**config.mk**
```make
export PLATFORM = sky130hd
export DESIGN_NAME = axil_wr_arbiter
export DESIGN_NICKNAME = d
export VERILOG_FILES = /design/src/rtl/axil_wr_arbiter.sv
export SDC_FILE = /design/constraint.sdc
export NUM_CORES = 1
export LEC_CHECK = 0
export CAP_MARGIN = 10
export CORE_AREA = 2 2 99 101
export CTS_BUF_LIST = sky130_fd_sc_hd__clkbuf_4 sky130_fd_sc_hd__clkbuf_8
export CTS_CLUSTER_DIAMETER = 100
export DETAILED_ROUTE_END_ITERATION = 6
export DIE_AREA = 0 0 101 103
export GPL_ROUTABILITY_DRIVEN = 0
export GPL_TIMING_DRIVEN = 0
export PLACE_DENSITY_LB_ADDON = 0.1
export SYNTH_ARGS = -nofsm -noshare
export SYNTH_HDL_FRONTEND = slang
export SYNTH_SLANG_ARGS = --single-unit
```
**constraint.sdc**
```tcl
create_clock -name clk -period 1.3 [get_ports clk]
set_input_delay 0.26 -clock clk [delete_from_list [all_inputs] [get_ports clk]]
set_output_delay 0.26 -clock clk [all_outputs]
set_load 0.05 [all_outputs]
```
**src/rtl/axil_wr_arbiter.sv**
```systemverilog
// Two-requester AXI4-Lite write arbiter in front of one shared slave.
// One write is outstanding at a time; simultaneous requests alternate round-robin.
// Optional B-channel timeout with drain of a late slave response: define AXIL_ARB_TIMEOUT_EN.
module axil_wr_arbiter #(
    parameter int DATA_WIDTH = 32,
    parameter int ADDR_WIDTH = 40,
    parameter int STRB_WIDTH = DATA_WIDTH / 8,
    parameter int TIMEOUT    = 16
) (
    input  logic                  clk,
    input  logic                  rstn,

    input  logic [ADDR_WIDTH-1:0] s0_axil_awaddr,
    input  logic                  s0_axil_awvalid,
    output logic                  s0_axil_awready,
    input  logic [DATA_WIDTH-1:0] s0_axil_wdata,
    input  logic [STRB_WIDTH-1:0] s0_axil_wstrb,
    input  logic                  s0_axil_wvalid,
    output logic                  s0_axil_wready,
    output logic [1:0]            s0_axil_bresp,
    output logic                  s0_axil_bvalid,
    input  logic                  s0_axil_bready,

    input  logic [ADDR_WIDTH-1:0] s1_axil_awaddr,
    input  logic                  s1_axil_awvalid,
    output logic                  s1_axil_awready,
    input  logic [DATA_WIDTH-1:0] s1_axil_wdata,
    input  logic [STRB_WIDTH-1:0] s1_axil_wstrb,
    input  logic                  s1_axil_wvalid,
    output logic                  s1_axil_wready,
    output logic [1:0]            s1_axil_bresp,
    output logic                  s1_axil_bvalid,
    input  logic                  s1_axil_bready,

    output logic [ADDR_WIDTH-1:0] m_axil_awaddr,
    output logic                  m_axil_awvalid,
    input  logic                  m_axil_awready,
    output logic [DATA_WIDTH-1:0] m_axil_wdata,
    output logic [STRB_WIDTH-1:0] m_axil_wstrb,
    output logic                  m_axil_wvalid,
    input  logic                  m_axil_wready,
    input  logic [1:0]            m_axil_bresp,
    input  logic                  m_axil_bvalid,
    output logic                  m_axil_bready
);

    typedef enum logic [1:0] {IDLE, XFER, RESP} state_t;

    state_t state;
    logic   g;           // granted port
    logic   last_grant;  // port that completed the previous write
    logic   aw_done;
    logic   w_done;

    logic req0, req1;
    logic g_awvalid, g_wvalid, g_bready;
    logic aw_hs, w_hs;
    logic grant_ok;

    // Response fields for the granted port before steering to s0/s1.
    logic       g_awready, g_wready, g_bvalid;
    logic [1:0] g_bresp;

    if (TIMEOUT < 2) begin : g_timeout_check
        $error("TIMEOUT must be at least 2");
    end

`ifdef AXIL_ARB_TIMEOUT_EN
    localparam int CW = $clog2(TIMEOUT);
    logic [CW-1:0] cnt;
    logic          drain;  // a timed-out slave response is still to be absorbed
    logic          tmo;
    assign tmo      = (state == RESP) && (cnt == '0);
    assign grant_ok = !drain;
`else
    assign grant_ok = 1'b1;
`endif

    assign req0      = s0_axil_awvalid && s0_axil_wvalid;
    assign req1      = s1_axil_awvalid && s1_axil_wvalid;
    assign g_awvalid = g ? s1_axil_awvalid : s0_axil_awvalid;
    assign g_wvalid  = g ? s1_axil_wvalid  : s0_axil_wvalid;
    assign g_bready  = g ? s1_axil_bready  : s0_axil_bready;
    assign aw_hs     = m_axil_awvalid && m_axil_awready;
    assign w_hs      = m_axil_wvalid && m_axil_wready;

    // Channel muxing and handshake gating; everything idles low outside XFER/RESP.
    always_comb begin
        m_axil_awaddr  = g ? s1_axil_awaddr : s0_axil_awaddr;
        m_axil_wdata   = g ? s1_axil_wdata  : s0_axil_wdata;
        m_axil_wstrb   = g ? s1_axil_wstrb  : s0_axil_wstrb;
        m_axil_awvalid = 1'b0;
        m_axil_wvalid  = 1'b0;
        m_axil_bready  = 1'b0;
        g_awready      = 1'b0;
        g_wready       = 1'b0;
        g_bvalid       = 1'b0;
        g_bresp        = 2'b00;
        case (state)
            XFER: begin
                m_axil_awvalid = g_awvalid && !aw_done;
                m_axil_wvalid  = g_wvalid && !w_done;
                g_awready      = m_axil_awready && !aw_done;
                g_wready       = m_axil_wready && !w_done;
            end
            RESP: begin
                g_bvalid      = m_axil_bvalid;
                g_bresp       = m_axil_bresp;
                m_axil_bready = g_bready;
`ifdef AXIL_ARB_TIMEOUT_EN
                // Slave gave up on: answer SLVERR locally, leave its response for the drain.
                if (tmo) begin
                    g_bvalid      = 1'b1;
                    g_bresp       = 2'b10;
                    m_axil_bready = 1'b0;
                end
`endif
            end
            default: ;
        endcase
`ifdef AXIL_ARB_TIMEOUT_EN
        if (drain) m_axil_bready = 1'b1;
`endif
        s0_axil_awready = !g && g_awready;
        s0_axil_wready  = !g && g_wready;
        s0_axil_bvalid  = !g && g_bvalid;
        s0_axil_bresp   = g ? 2'b00 : g_bresp;
        s1_axil_awready = g && g_awready;
        s1_axil_wready  = g && g_wready;
        s1_axil_bvalid  = g && g_bvalid;
        s1_axil_bresp   = g ? g_bresp : 2'b00;
    end

    // Arbitration / transfer / response FSM.
    always_ff @(posedge clk or negedge rstn) begin
        if (!rstn) begin
            state      <= IDLE;
            g          <= 1'b0;
            last_grant <= 1'b1;
            aw_done    <= 1'b0;
            w_done     <= 1'b0;
`ifdef AXIL_ARB_TIMEOUT_EN
            cnt        <= '0;
            drain      <= 1'b0;
`endif
        end else begin
`ifdef AXIL_ARB_TIMEOUT_EN
            if (drain && m_axil_bvalid) drain <= 1'b0;
`endif
            case (state)
                IDLE: begin
                    if (grant_ok && (req0 || req1)) begin
                        g     <= (req0 && req1) ? ~last_grant : req1;
                        state <= XFER;
                    end
                end
                XFER: begin
                    if ((aw_done || aw_hs) && (w_done || w_hs)) begin
                        aw_done <= 1'b0;
                        w_done  <= 1'b0;
                        state   <= RESP;
`ifdef AXIL_ARB_TIMEOUT_EN
                        cnt     <= CW'(TIMEOUT - 1);
`endif
                    end else begin
                        if (aw_hs) aw_done <= 1'b1;
                        if (w_hs)  w_done  <= 1'b1;
                    end
                end
                RESP: begin
`ifdef AXIL_ARB_TIMEOUT_EN
                    if (tmo) begin
                        if (g_bready) begin
                            drain      <= 1'b1;
                            last_grant <= g;
                            state      <= IDLE;
                        end
                    end else begin
                        if (!m_axil_bvalid) cnt <= cnt - 1'b1;
                        if (m_axil_bvalid && g_bready) begin
                            last_grant <= g;
                            state      <= IDLE;
                        end
                    end
`else
                    if (m_axil_bvalid && g_bready) begin
                        last_grant <= g;
                        state      <= IDLE;
                    end
`endif
                end
                default: state <= IDLE;
            endcase
        end
    end

endmodule

```
==> flow_summary.yaml <==
run_status:
  outcome: "finished with violations"
  violations: "negative setup slack"
yosys:
  ys_seq_area_frac: 0.110
  synth_xor_area_frac: 0
  postSynthAreaPerCell_um2: 10.1
  synth_area_leaders: "mux2_2 (62%), dfrtp_1 (9.1%), buf_4 (3.3%)"
  synth_top_cell_by_area: "mux2_2"
  synth_top_area_frac: 0.620
  synth_top_family_by_area: "multiplexers"
  synth.mux.area_fraction: 0.646
  synth_compound_area_frac: 0.0734
  yosys_register_bits: 6
  synth_nets: 301
  syn-cell-area_um2: 1380
  ys_warn_count: 0
  postSynthCellCount: 136
  synthAdderAreaFrac: 0
  yosysUniqueCellTypes: 28
  synth-simple-area-share: 0.114
finish:
  area_growth_pct: 257
  final_net_count: 571
  n_antenna_cell: 0
  fillers: 850
  final_layout_size_suffix_gt1_frac: 0.543
  final_cells: 519
  final_area_um2: 4930
  fin_util: 0.521
timing:
  final.setup.tns_ns: -38.56
  relSlewSlack: 0.786
  fmax_mhz: 572
  finalSetupViolCount: 94
  fin_crit_sh: 1.35
  maxSlewViolCount: 0
  hold_viol: 0
  timing.final.crit_period_ns: 1.75
  fin_skew_ns: 0.00209
  layout_setup_ws_ns: -0.449
  rsz0062_at_grt: "true"
  tightest_slew_ns: 0.314
  hold_ws_ns: 0.279
critical_path:
  cp.arrival_ns: 1.49
  path_buf_inv: 4
  start_kind: "flip-flop"
  critical_path_class: "reg -> out"
  path_cells: "buf_6 > buf_12 > clkbuf_16 > mux2_4 > buf_6"
  startpoint: "g"
  cp-end-kind: "output port"
  max_stage_delay_ns: 0.36
  crit_family: "buffers and inverters"
  cp_common_cell: "buf_6"
  cp_data_required_time_ns: 1.04
  crit_slowest_cell: "dfrtp_1"
  cp_max_fo: 6
  timing.rr.start: "g"
routing:
  via_per_inst: 4.18
  num_vias: 2169
  drc_errors: 0
  ant_nets: 0
  dr.pass1.iters: 4
  drt-total-wl_um: 9330
  drt_iter0_drc: 30
  wl_per_cell_um: 18.0
floorplanning:
  die_h_um: 103
  rows: 36
  io_pins: 254
  die-area_um2: 10400
  core_um2: 9460
  initial_core_util: 0.146
  die_width_um: 101
clock_network:
  numCtsBuffers: 3
  ctsHoldBuffers: 0
  h-tree-depth: 1
  clockBufferDepth: 2
  ctsRootBufferMaster: "clkbuf_8"
  cts_tree: "built"
  clock-sinks: 6
  clk_pin_slew_ns: 0.04
  insertion_delay_ns: 0.22
global_routing:
  antenna_found_initial: 0
  grt_pass1_wl_um: 12700
  grt_pass1_vias: 2247
  grt_util_all_layers: 0.158
  grt_max_degree: 11
  grt-ovfl-total: 0
hold_path:
  hold_class: "in -> async"
placement:
  io_buffer_count: 253
  hpwlAfterDp_um: 7900
  placed_area_um2: 4500
  dp_slack_ns: -0.869
  dp.cells: 503
power:
  leakage_nw: 2.24
  vdd_drop_max_uv: 1230
  p_total_mw: 10.3
  power_density_nw_per_um2: 2090
run:
  max_cap_viol_count: 0
[routing by layer]
layer / up-vias / track usage / wire length (um)
met3: 10 / 0.0292 / 639
met5: - / 0 / 0
li1: 1049 / - / -
met4: 0 / 0.0177 / 99
met2: 109 / 0.313 / 5220
met1: 1001 / 0.181 / 3370
[flip-flops by register name (all words and copies together) (netlist names)]
| name | cells |
|---|---|
| state | 2 |
| aw_done | 1 |
| g | 1 |
| last_grant | 1 |
| w_done | 1 |
[logic make-up after synthesis]
family | after synthesis
AND/OR/NAND/NOR | 29
buffers and inverters | 12
multiplexers | 79
flip-flops | 6
AO/OA/AOI/OAI | 10
[cell usage after synthesis]
| cell type | n |
|---|---|
| and3_1 | 6 |
| nor2b_1 | 3 |
| o2bb2ai_1 | 2 |
| mux2i_1 | 2 |
| mux2_2 | 76 |
| buf_4 | 6 |
| nand2_1 | 2 |
| a41o_1 | 1 |
| nand3_1 | 1 |
| o221ai_2 | 1 |
| and2b_1 | 1 |
| a31o_4 | 1 |
| nand3b_1 | 1 |
| nor3_1 | 2 |
| a31oi_1 | 2 |
| a21oi_1 | 1 |
| nand4b_1 | 1 |
| nand2b_1 | 3 |
| and2_1 | 1 |
| a22o_1 | 1 |
| buf_6 | 1 |
| inv_1 | 2 |
| nor2_1 | 8 |
| dfstp_2 | 1 |
| buf_2 | 3 |
| dfrtp_1 | 5 |
| a2bb2oi_2 | 1 |
| mux2_4 | 1 |
[report_power, final]
group,internal (mW),total (mW),switching [mW]
combinational,4.65,9.61,4.96
clock,0.232,0.321,0.0884
sequential,0.267,0.350,0.0823
[final cells by class]
type	count	area, um^2	share of cell area
sequential	6	154	0.0312
multi-input combinational	118	1550	0.315
tap	114	143	0.0289
buffer	10	191	0.0389
inverter	2	11.3	0.00229
clock buffer	4	48.8	0.00990
timing repair buffer	265	2830	0.574
[cells in the final DEF, fill, tap and decap left out, drive strengths merged, types with 2 or more instances in the layout]
master,instances
a31oi,2
and3,6
buf,110
clkbuf,5
clkdlybuf4s50,164
dfrtp,5
mux2,77
mux2i,2
nand2,2
nand2b,3
nor2,8
nor2b,3
nor3,2
o2bb2ai,2
[timing repair]
action	CTS	global route
setup buffers	8	1
endpoints found under the setup margin	93	94
endpoints found under the hold margin	0	0
pin swaps	5	5
gates resized for setup	643	12
cloned	2	1
[worst paths after layout]
| path | end | slack [ns] | cells past startpoint |
|---|---|---|---|
| min in group clk | last_grant | 0.55 | 2 |
| worst min register to register | last_grant | 0.55 | 2 |
| worst max register to register | w_done | -0.28 | 6 |
| worst max-delay path | m_axil_awaddr[14] | -0.45 | 5 |
| max in group asynchronous | last_grant | 0.75 | 1 |
| worst min-delay path | w_done | 0.28 | 1 |
[worst register-to-register path: stages, from the launching register on]
cell and delay (ns):
dfrtp_1 0.36, buf_6 0.14, buf_4 0.15, mux2_4 0.31
buf_4 0.14, a31o_4 0.24, nor2b_1 0.13
No activity file was read; power rests on OpenSTA's default activity.
